--- config.mk ---
export PLATFORM = sky130hd
export DESIGN_NAME = ram_ctrl
export DESIGN_NICKNAME = d
export VERILOG_FILES = /design/src/rtl/ram_ctrl_pkg.sv /design/src/rtl/ram_ctrl.sv
export SDC_FILE = /design/constraint.sdc
export NUM_CORES = 1
export LEC_CHECK = 0
export ABC_AREA = 1
export CAP_MARGIN = 20
export CORE_MARGIN = 2
export CORE_UTILIZATION = 39
export CTS_BUF_LIST = sky130_fd_sc_hd__clkbuf_4
export CTS_CLUSTER_DIAMETER = 120
export DETAILED_ROUTE_END_ITERATION = 10
export PLACE_DENSITY = 0.77
export SLEW_MARGIN = 10
export SYNTH_ARGS = -nofsm -noshare
export SYNTH_HDL_FRONTEND = slang
export SYNTH_SLANG_ARGS = --single-unit
--- constraint.sdc ---
create_clock -name clk -period 1.4 [get_ports clk]
set_input_delay 0.21 -clock clk [delete_from_list [all_inputs] [get_ports clk]]
set_output_delay 0.21 -clock clk [all_outputs]
set_load 0.1 [all_outputs]
--- src/rtl/ram_ctrl_pkg.sv ---
// Shared types and sizing helpers for ram_ctrl.
// State encoding for the request/clear FSM and the RAM depth derivation.
// No ports; imported by ram_ctrl.
package ram_ctrl_pkg;

    typedef enum logic {
        ST_IDLE  = 1'b0,
        ST_CLEAR = 1'b1
    } state_t;

    localparam int DEF_ADDR_WIDTH = 8;

    // Number of words addressable by an address of the given width.
    function automatic int ram_depth(input int aw);
        return 1 << aw;
    endfunction

    localparam int DEF_DEPTH = ram_depth(DEF_ADDR_WIDTH);

endpackage

--- src/rtl/ram_ctrl.sv ---
// Request front-end for a single-port async-read RAM: valid/ready requests in, one-entry response slot out.
// Latency: writes land at the acceptance edge; read data is valid the cycle after acceptance.
// Backpressure: req_ready drops while the response slot is full and not draining, or while clearing.
//
// Optional build macro RAM_CTRL_CLEAR_EN adds clr_start/clr_busy and a hardware
// sequence that writes zero to every RAM word, one word per cycle.
// Ports: req_* (request in), rsp_* (read response out), clr_* (clear control,
// macro only), ram_* (to/from the ram block; ram_d_out is a combinational read).
module ram_ctrl
    import ram_ctrl_pkg::*;
#(
    parameter int ADDR_WIDTH = 8,
    parameter int DATA_WIDTH = 8
) (
    input  logic                  clk,
    input  logic                  rst_n,
    input  logic                  req_valid,
    output logic                  req_ready,
    input  logic                  req_we,
    input  logic [ADDR_WIDTH-1:0] req_addr,
    input  logic [DATA_WIDTH-1:0] req_data,
    output logic                  rsp_valid,
    input  logic                  rsp_ready,
    output logic [DATA_WIDTH-1:0] rsp_data,
`ifdef RAM_CTRL_CLEAR_EN
    input  logic                  clr_start,
    output logic                  clr_busy,
`endif
    output logic                  ram_wr_en,
    output logic [ADDR_WIDTH-1:0] ram_addr,
    output logic [DATA_WIDTH-1:0] ram_d_in,
    input  logic [DATA_WIDTH-1:0] ram_d_out
);

    logic                  slot_free;
    logic                  accept;
    logic                  clearing;
    logic [ADDR_WIDTH-1:0] clr_addr;
    logic [ADDR_WIDTH-1:0] addr_q;
    logic [DATA_WIDTH-1:0] din_q;

    // Slot can take new data if empty or being drained this cycle.
    assign slot_free = !rsp_valid || rsp_ready;
    assign accept    = req_valid && req_ready;

`ifdef RAM_CTRL_CLEAR_EN
    localparam int DEPTH = ram_depth(ADDR_WIDTH);

    state_t                state_q, state_d;
    logic [ADDR_WIDTH-1:0] cnt_q, cnt_d;

    always_ff @(posedge clk) begin
        if (!rst_n) begin
            state_q <= ST_IDLE;
            cnt_q   <= '0;
        end else begin
            state_q <= state_d;
            cnt_q   <= cnt_d;
        end
    end

    always_comb begin
        state_d = state_q;
        cnt_d   = cnt_q;
        case (state_q)
            ST_IDLE: begin
                if (clr_start) state_d = ST_CLEAR;
            end
            ST_CLEAR: begin
                // Counter wraps naturally back to 0 after the last word.
                cnt_d = cnt_q + 1'b1;
                if (cnt_q == ADDR_WIDTH'(DEPTH - 1)) state_d = ST_IDLE;
            end
            default: state_d = ST_IDLE;
        endcase
    end

    // clr_start wins over a same-cycle request.
    assign req_ready = rst_n && (state_q == ST_IDLE) && slot_free && !clr_start;
    assign clearing  = (state_q == ST_CLEAR);
    assign clr_addr  = cnt_q;
    assign clr_busy  = clearing;
`else
    assign req_ready = rst_n && slot_free;
    assign clearing  = 1'b0;
    assign clr_addr  = '0;
`endif

    // RAM drive. Address/data hold their last driven value when idle; write
    // enable is gated by reset so a reset landing mid-clear never writes.
    always_comb begin
        ram_wr_en = 1'b0;
        ram_addr  = addr_q;
        ram_d_in  = din_q;
        if (clearing && rst_n) begin
            ram_wr_en = 1'b1;
            ram_addr  = clr_addr;
            ram_d_in  = '0;
        end else if (accept) begin
            ram_wr_en = req_we;
            ram_addr  = req_addr;
            if (req_we) ram_d_in = req_data;
        end
    end

    always_ff @(posedge clk) begin
        if (!rst_n) begin
            addr_q    <= '0;
            din_q     <= '0;
            rsp_valid <= 1'b0;
            rsp_data  <= '0;
        end else begin
            addr_q <= ram_addr;
            din_q  <= ram_d_in;
            if (accept && !req_we) begin
                rsp_valid <= 1'b1;
                rsp_data  <= ram_d_out;
            end else if (rsp_ready) begin
                rsp_valid <= 1'b0;
            end
        end
    end

endmodule
**Word-level counts from Yosys, hierarchy flattened**

Cells that the tools add are included.

- Muxes and demuxes: 6
- Reductions and logical operators: 7

Operators with widths:

| cell | count |
|---|---|
| $mux 8 | 3 |
| $logic_and 1x1->1 | 3 |
| $mux 1 | 3 |
| $logic_not 1->1 | 2 |
| $reduce_bool 2->1 | 1 |
| $logic_or 1x1->1 | 1 |

- Register bits after elaboration: 25
- Input bits: 29
- Output and inout port bits: 27
- Logic and storage cells: 17

**Logic depth before layout (Yosys ltp)**

- Depth after elaboration: 6
- Depth in mapped cells: 7
- Mapped depth without buffers: 6

**Least setup slack after synthesis**

OpenSTA, ideal clock, no wires.

- Path kind: reg-to-output
- Start point: register rsp_valid
- End point: output ram_wr_en
- Data arrival time: 2.592 ns
- Data required time: 1.190 ns
- Slack: -1.402 ns
- Stages on the path, launching flop included: 5
- Buffers on the path: 1
- Cell sequence: dfxtp_1 > nand2_1 > nand3_4 > buf_4 > nor2_1

- Longest elaborated chain between the ends: 5

RTL lines:

| element | RTL line | source |
|---|---|---|
| start, declared | ram_ctrl.sv:22 | `output logic rsp_valid,` |
| start signal, assigned | ram_ctrl.sv:110 | `rsp_valid <= 1'b0;` |
| start signal, assigned | ram_ctrl.sv:116 | `rsp_valid <= 1'b1;` |
| start signal, assigned | ram_ctrl.sv:119 | `rsp_valid <= 1'b0;` |
| $logic_not 1->1 | ram_ctrl.sv:43 | `assign slot_free = !rsp_valid \|\| rsp_ready;` |
| $logic_or 1x1->1 | ram_ctrl.sv:43 |  |
| $logic_and 1x1->1 | ram_ctrl.sv:84 | `assign req_ready = rst_n && slot_free;` |
| $logic_and 1x1->1 | ram_ctrl.sv:44 | `assign accept = req_valid && req_ready;` |
| $mux 1 | ram_ctrl.sv:99 | `end else if (accept) begin` |
| end, declared | ram_ctrl.sv:29 | `output logic ram_wr_en,` |

No other way between the ends.

**Worst setup path in the final report**

- Start point: register rsp_valid
- End point: output ram_d_in[0]

- Longest elaborated chain between the ends: 5

RTL lines:

| element | RTL line | source |
|---|---|---|
| $logic_not 1->1 | ram_ctrl.sv:43 |  |
| $logic_or 1x1->1 | ram_ctrl.sv:43 |  |
| $logic_and 1x1->1 | ram_ctrl.sv:84 |  |
| $logic_and 1x1->1 | ram_ctrl.sv:44 |  |
| $mux 8 | ram_ctrl.sv:99 |  |
| end, declared | ram_ctrl.sv:31 | `output logic [DATA_WIDTH-1:0] ram_d_in,` |

No other way between the ends.

==> flow_metrics.env <==
export IMPL_grt_ovfl_total=0
export IMPL_netlist_area_mm2=0.001182
export IMPL_required_ns=1.19
export IMPL_globalRouteTotalUtil_pct=23.91
export IMPL_start_util_pct=41.80
export IMPL_clkTransAtPathRegs_ns=0.13
export IMPL_grt_pass1_wl_mm=6.368
export IMPL_finalClockSkew_ns=0.009334
export IMPL_crit_fanout=5
export IMPL_syn_area_per_cell_um2=6.680
export IMPL_swShare_pct=40.76
export IMPL_synthFlopType="dfxtp_1"
export IMPL_dr_total_vias=1443
export IMPL_ant_nets=0
export IMPL_portBuffers=55
export IMPL_synth_cells=177
export IMPL_startpoint_type="register"
export IMPL_nNetsFinal=285
export IMPL_maxSlewViolCount=0
export IMPL_gp_congestion=0.7981
export IMPL_drt_total_wl_mm=4.319
export IMPL_core_area_mm2=0.002829
export IMPL_first_pass_iters=4
export IMPL_final_core_util_pct=88.46
export IMPL_crit_type="reg2out"
export IMPL_root_buffer="clkbuf_4"
export IMPL_hp_start="ram_d_out[3]"
export IMPL_htree_levels=1
export IMPL_drv_cap=0
export IMPL_fin_crit_ns=1.720
export IMPL_final_hold_viol_count=0
export IMPL_drtIter0Drc=45
export IMPL_fmax_mhz=581.5
export IMPL_violations="negative setup slack"
export IMPL_clk_path_buf_depth=2
export IMPL_finalNonFillerCells=286
export IMPL_drt_vias_per_instance=5.045
export IMPL_crit_slowest_cell="dfxtp_4"
export IMPL_path_buf_inv=2
export IMPL_grt_pass1_vias=1446
export IMPL_max_slew_margin_pct=75.01
export IMPL_yosysTopAreaCell="dfxtp_1"
export IMPL_fin_area_mm2=0.002502
export IMPL_synthTopCellsByArea="dfxtp_1 42%, nand2_1 21%, inv_1 7.9%"
export IMPL_die_y_um=59.06
export IMPL_synth_most_common_cell="nand2_1"
export IMPL_ys_ff_latch=25
export IMPL_rsz0062_at_grt="yes"
export IMPL_hp_class="in2reg"
export IMPL_placed_cell_area_mm2=0.002206
export IMPL_routedWlPerCell_um=15.10
export IMPL_setup_tns_final_ns=-4.445
export IMPL_dieWidth_um=59.06
export IMPL_ys_types=17
export IMPL_p_int_mw=1.267
export IMPL_num_rows=19
export IMPL_slowest_delay_ns=0.39
export IMPL_holdBufCountCts=0
export IMPL_cp_arrival_ns=1.51
export IMPL_ioPinCount=56
export IMPL_antenna_found_initial=0
export IMPL_combPwrFrac_pct=48.3
export IMPL_dp_cells=274
export IMPL_path_cells="buf_6 -> a21oi_4 -> nand3_2 -> nand2_4 -> buf_12"
export IMPL_numClockSinks=25
export IMPL_synth_edf_count=0
export IMPL_status="complete, but fails checks"
export IMPL_synthArstFlopShare_pct=0
export IMPL_peakVddDrop_mv=0.7486
export IMPL_yosys_warnings=0
export IMPL_grt_start_max_net_pins=18
export IMPL_synthToLayoutAreaGrowth_pct=111.6
export IMPL_hpwlAfterDp_mm=2.313
export IMPL_startpoint="rsp_valid"
export IMPL_power_density_mw_per_mm2=854.8
export IMPL_rr_startpoint="rsp_valid"
export IMPL_tritoncts="built"
export IMPL_hold_ws_ns=0.4658
export IMPL_crit_family="flip-flops"
export IMPL_final_setup_worst_slack_ns=-0.3196
export IMPL_synthTopCellsByCount="65 x nand2_1, 25 x dfxtp_1, 25 x inv_1, 25 x nor2_1, 9 x a21oi_1"
export IMPL_place_ws_ns=-0.5588
export IMPL_p_sw_mw=0.8719
export IMPL_fin_crit_sh_pct=122.8
export IMPL_power_share_sequential_pct=36.1
export IMPL_critPathCaptureType="output port"
export IMPL_nFillCells=129
export IMPL_ys_seq_area_share_pct=42.33
export IMPL_synth_top_area_share_pct=42.33
export IMPL_antenna_cells=0
export IMPL_drive_above_1_share_pct=43.14
export IMPL_p_total_mw=2.139
export IMPL_p_clk_share_pct=15.5
export IMPL_drcViolationCount=0
export IMPL_synth_nets=206
export IMPL_worst_slew_pin_slew_ns=0.3749
export IMPL_cts_made_buffers=3
export IMPL_fp_dieArea_mm2=0.003488
export IMPL_setup_viol=18
export IMPL_power_leakage_nw=1.117
export IMPL_clk_latency_ns=0.31
cell usage in the layout, fill, tap and decap left out, types with 4 or more instances in the layout:
master / instances
nand2_1: 46
buf_12: 27
clkdlybuf4s50_1: 25
nor2_1: 24
dfxtp_1: 24
buf_4: 17
inv_1: 16
nand2_2: 9
nand2_4: 9
nand3_2: 8
a21oi_1: 8
inv_2: 5
buf_6: 5
o21ai_4: 4
clkinvlp_4: 4
o21ai_2: 4
clkbuf_4: 4
per-layer routing:
metal	share of wire, %	routed length [µm]	global-route usage [%]	vias up
met4	2.1	89	4.545	0
li1	-	-	-	698
met5	0	0	0	-
met3	5.4	232	3.712	8
met1	40	1720	27.53	677
met2	53	2277	46.19	60
timing repair:
| item | CTS | global route |
|---|---|---|
| buffers inserted | 5 | 4 |
| gates resized for setup | 49 | 8 |
| setup endpoints to repair | 22 | 20 |
| hold endpoints to repair | 0 | 0 |
| pin swaps | 8 | 11 |
| gates cloned | 3 | 0 |
cell families (layout without fill, tap and decap cells):
family          Yosys count  count (layout)  synth area share (%)
simple gates            100             102                 35.24
flops                    25              25                 42.33
compound gates           18              19                 8.572
buf+inv                  34             109                 13.86
cell type report:
type,count,area (µm²),share of cell area (%)
flip-flops and latches,25,504.2,20.15
multi-input cells,121,787.0,31.45
repair buffers,78,1018,40.70
inverters,27,123.9,4.950
well taps,31,38.79,1.550
clock buffers,4,30.03,1.200
power by group through the flow:
stage / clock [mW] / sequential (mW) / combinational [mW]
6_report: 0.333 / 0.772 / 1.03
2_1_floorplan: 0 / 0.870 / 0.470
5_1_grt: 0.365 / 0.775 / 1.08
4_1_cts: 0.341 / 0.769 / 1.01
3_5_place_dp: 0 / 0.783 / 0.932
3_3_place_gp: 0 / 0.781 / 0.923
worst register-to-register path: stages, from the launching register on:
cell	delay, ns
dfxtp_4	0.39
buf_6	0.14
a21oi_4	0.22
nand3_2	0.14
buf_4	0.15
buf_4	0.11
a21oi_1	0.10
sequential cells by signal, indices dropped and copies added, names as in the netlist:
name	cells
addr_q	8
din_q	8
rsp_data	8
rsp_valid	1
worst paths after layout:
check	to	slack (ns)	cells after the start
worst min-delay path	rsp_data[3]	0.47	3
worst min register to register	din_q[6]	0.53	2
worst max register to register	din_q[1]	0.08	6
worst max-delay path	ram_d_in[0]	-0.32	5
(Power assumes the default switching activity.)
==> RTL change (same flow settings) <==
The parameter `DATA_WIDTH` goes from 8 to 9.
--- a/src/rtl/ram_ctrl.sv
+++ b/src/rtl/ram_ctrl.sv
@@ -10,7 +10,7 @@
     import ram_ctrl_pkg::*;
 #(
     parameter int ADDR_WIDTH = 8,
-    parameter int DATA_WIDTH = 8
+    parameter int DATA_WIDTH = 9
 ) (
     input  logic                  clk,
     input  logic                  rst_n,
Interface: changed (resized ram_d_in, ram_d_out, req_data and rsp_data); port bits go from 56 to 60. The function was not compared with the original's and may differ.
==> RTL change against the unedited design <==
The run still ends with negative setup slack left. First-iteration DRC count increased by 96%. Via count increased by 14%. Area after synthesis increased by 5.4%. Largest cell class unchanged. Count of clock-buffer cells in the layout unchanged. Final cell count increased by 13%. Worst hold slack got worse by 0.029 ns. Non-clock buffer count increased by 13. Power increased by 11%. Wire length increased by 33%. Largest power group unchanged. Clock power increased by 15%. Final area increased by 13%. Sequential cell count increased by 2. Worst setup slack got worse by 0.13 ns. Global-route usage increased by 2.8 points.
==> RTL change: results (changes against the unedited design) <==
Syn Nets 223 (+8.3%); dpl hpwl 2740 µm (+18%); drt via density 5.08 (+0.63%); Worst Setup Slack, final -0.446 ns (-0.126 ns); failing checks negative setup slack; cts bufs inserted 3 (unchanged); first-pass GRT wire length 7170 µm (+13%); Syn Inst Count 192 (+8.5%); fin cells 323 (+13%); post-synthesis sequential area ratio 0.434 (+0.0105); WL final 5730 µm (+33%); Port Buffer Count 59 (+7.3%); max_slew headroom 0.811 (+0.0609); CP delay by family, top buffers and inverters; Regs by FF count din_q (9), rsp_data (9), addr_q (8); Distinct cells, synth 16 (-1); status finished, violations left; placer's final routability congestion estimate 0.746 (-6.5%); worst slack at placement -0.458 ns (+0.101 ns); Setup violations, final 21 (+3); critical path's slowest cell clkdlybuf4s50_1; Placed Cells 309 (+13%); All-Layer GR Usage 0.268 (+0.0285); Post-DP Area 2420 µm² (+9.6%); critical path fanouts, max 11 (+6); First DRT Iteration DRCs 88 (+96%); max incr delay on CP 0.47 ns (+0.08 ns); final setup TNS -6.74 ns (-2.30 ns); largest net degree at the start of global routing 21 (+3); vias in the first global route 1,575 (+8.9%); clk_skew 0.00109 ns (-0.00824 ns); share of layout cells above drive strength 1 0.427 (-0.00485); Lkg Pwr 1.31 nW (+17%); Bufs on Longest Clock Path 2 (unchanged); commonest cells in the netlist 72 x nand2_1, 27 x dfxtp_1, 27 x inv_1, 27 x nor2_1, 10 x a21oi_1; Synth area leaders dfxtp_1 43%, nand2_1 22%, inv_1 8.1%, nor2_1 8.1%, a21oi_1 4.0%; Arr. time, crit path 1.64 ns (+0.13 ns); VDD IR-drop max 0.723 mV (-3.5%); Worst-Skew Late Latency 0.34 ns (+0.03 ns); Clock transition at path regs 0.15 ns (+0.02 ns)
==> RTL change: cell type report <==
| type | instances | area, µm² |
|---|---|---|
| Inverter | 28 | 110 |
| Tap cell | 44 | 55.1 |
| Clock buffer | 4 | 30.0 |
| Sequential cell | 27 | 544 |
| Fill cell | 113 | 229 |
| Timing Repair Buffer | 91 | 1210 |
| Multi-Input combinational cell | 129 | 876 |
==> RTL change: worst paths after layout <==
kind	start	endpoint	slack, ns	depth (start not counted)
worst min register to register	din_q[4]	din_q[4]	0.55	2
worst max register to register	rsp_valid	rsp_data[6]	0.08	8
worst min-delay path	ram_d_out[8]	rsp_data[8]	0.44	3
worst max-delay path	req_we	ram_d_in[5]	-0.45	7
==> RTL change: report_power, final <==
group          internal [mW]  total, mW  switching [mW]
Combinational          0.446       1.15           0.705
Clock                  0.131      0.382           0.250
Sequential             0.807      0.837          0.0301
Total                   1.38       2.37           0.986
==> RTL change: layer usage <==
| metal | up-vias | share of wire | global-route usage |
|---|---|---|---|
| li1 | 750 | - | - |
| met1 | 770 | 0.35 | 0.280 |
| met2 | 89 | 0.53 | 0.503 |
| met3 | 31 | 0.067 | 0.0469 |
| met4 | 0 | 0.054 | 0.146 |
| met5 | - | 0 | 0 |
==> RTL change: cells by family after synthesis <==
logic type / synth area share
buffers and inverters: 0.129
AOI/OAI and AO/OA: 0.0853
and+or+nand+nor: 0.352
DFF: 0.434
==> RTL change: worst register-to-register path, stage by stage, from the launching register on <==
cell and delay, ns:
dfxtp_4 0.41, nand2_4 0.08, buf_4 0.13, buf_4 0.13, nand4_2 0.08, buf_4 0.18
nand2_1 0.09, nand2_1 0.09, nor2_1 0.05
==> RTL change: repair_timing <==
action,in CTS,in global routing
hold buffers,0,0
cloned,0,2
gates resized for setup,52,17
setup buffers,6,4
setup endpoints to repair,19,20
pin swaps,2,4
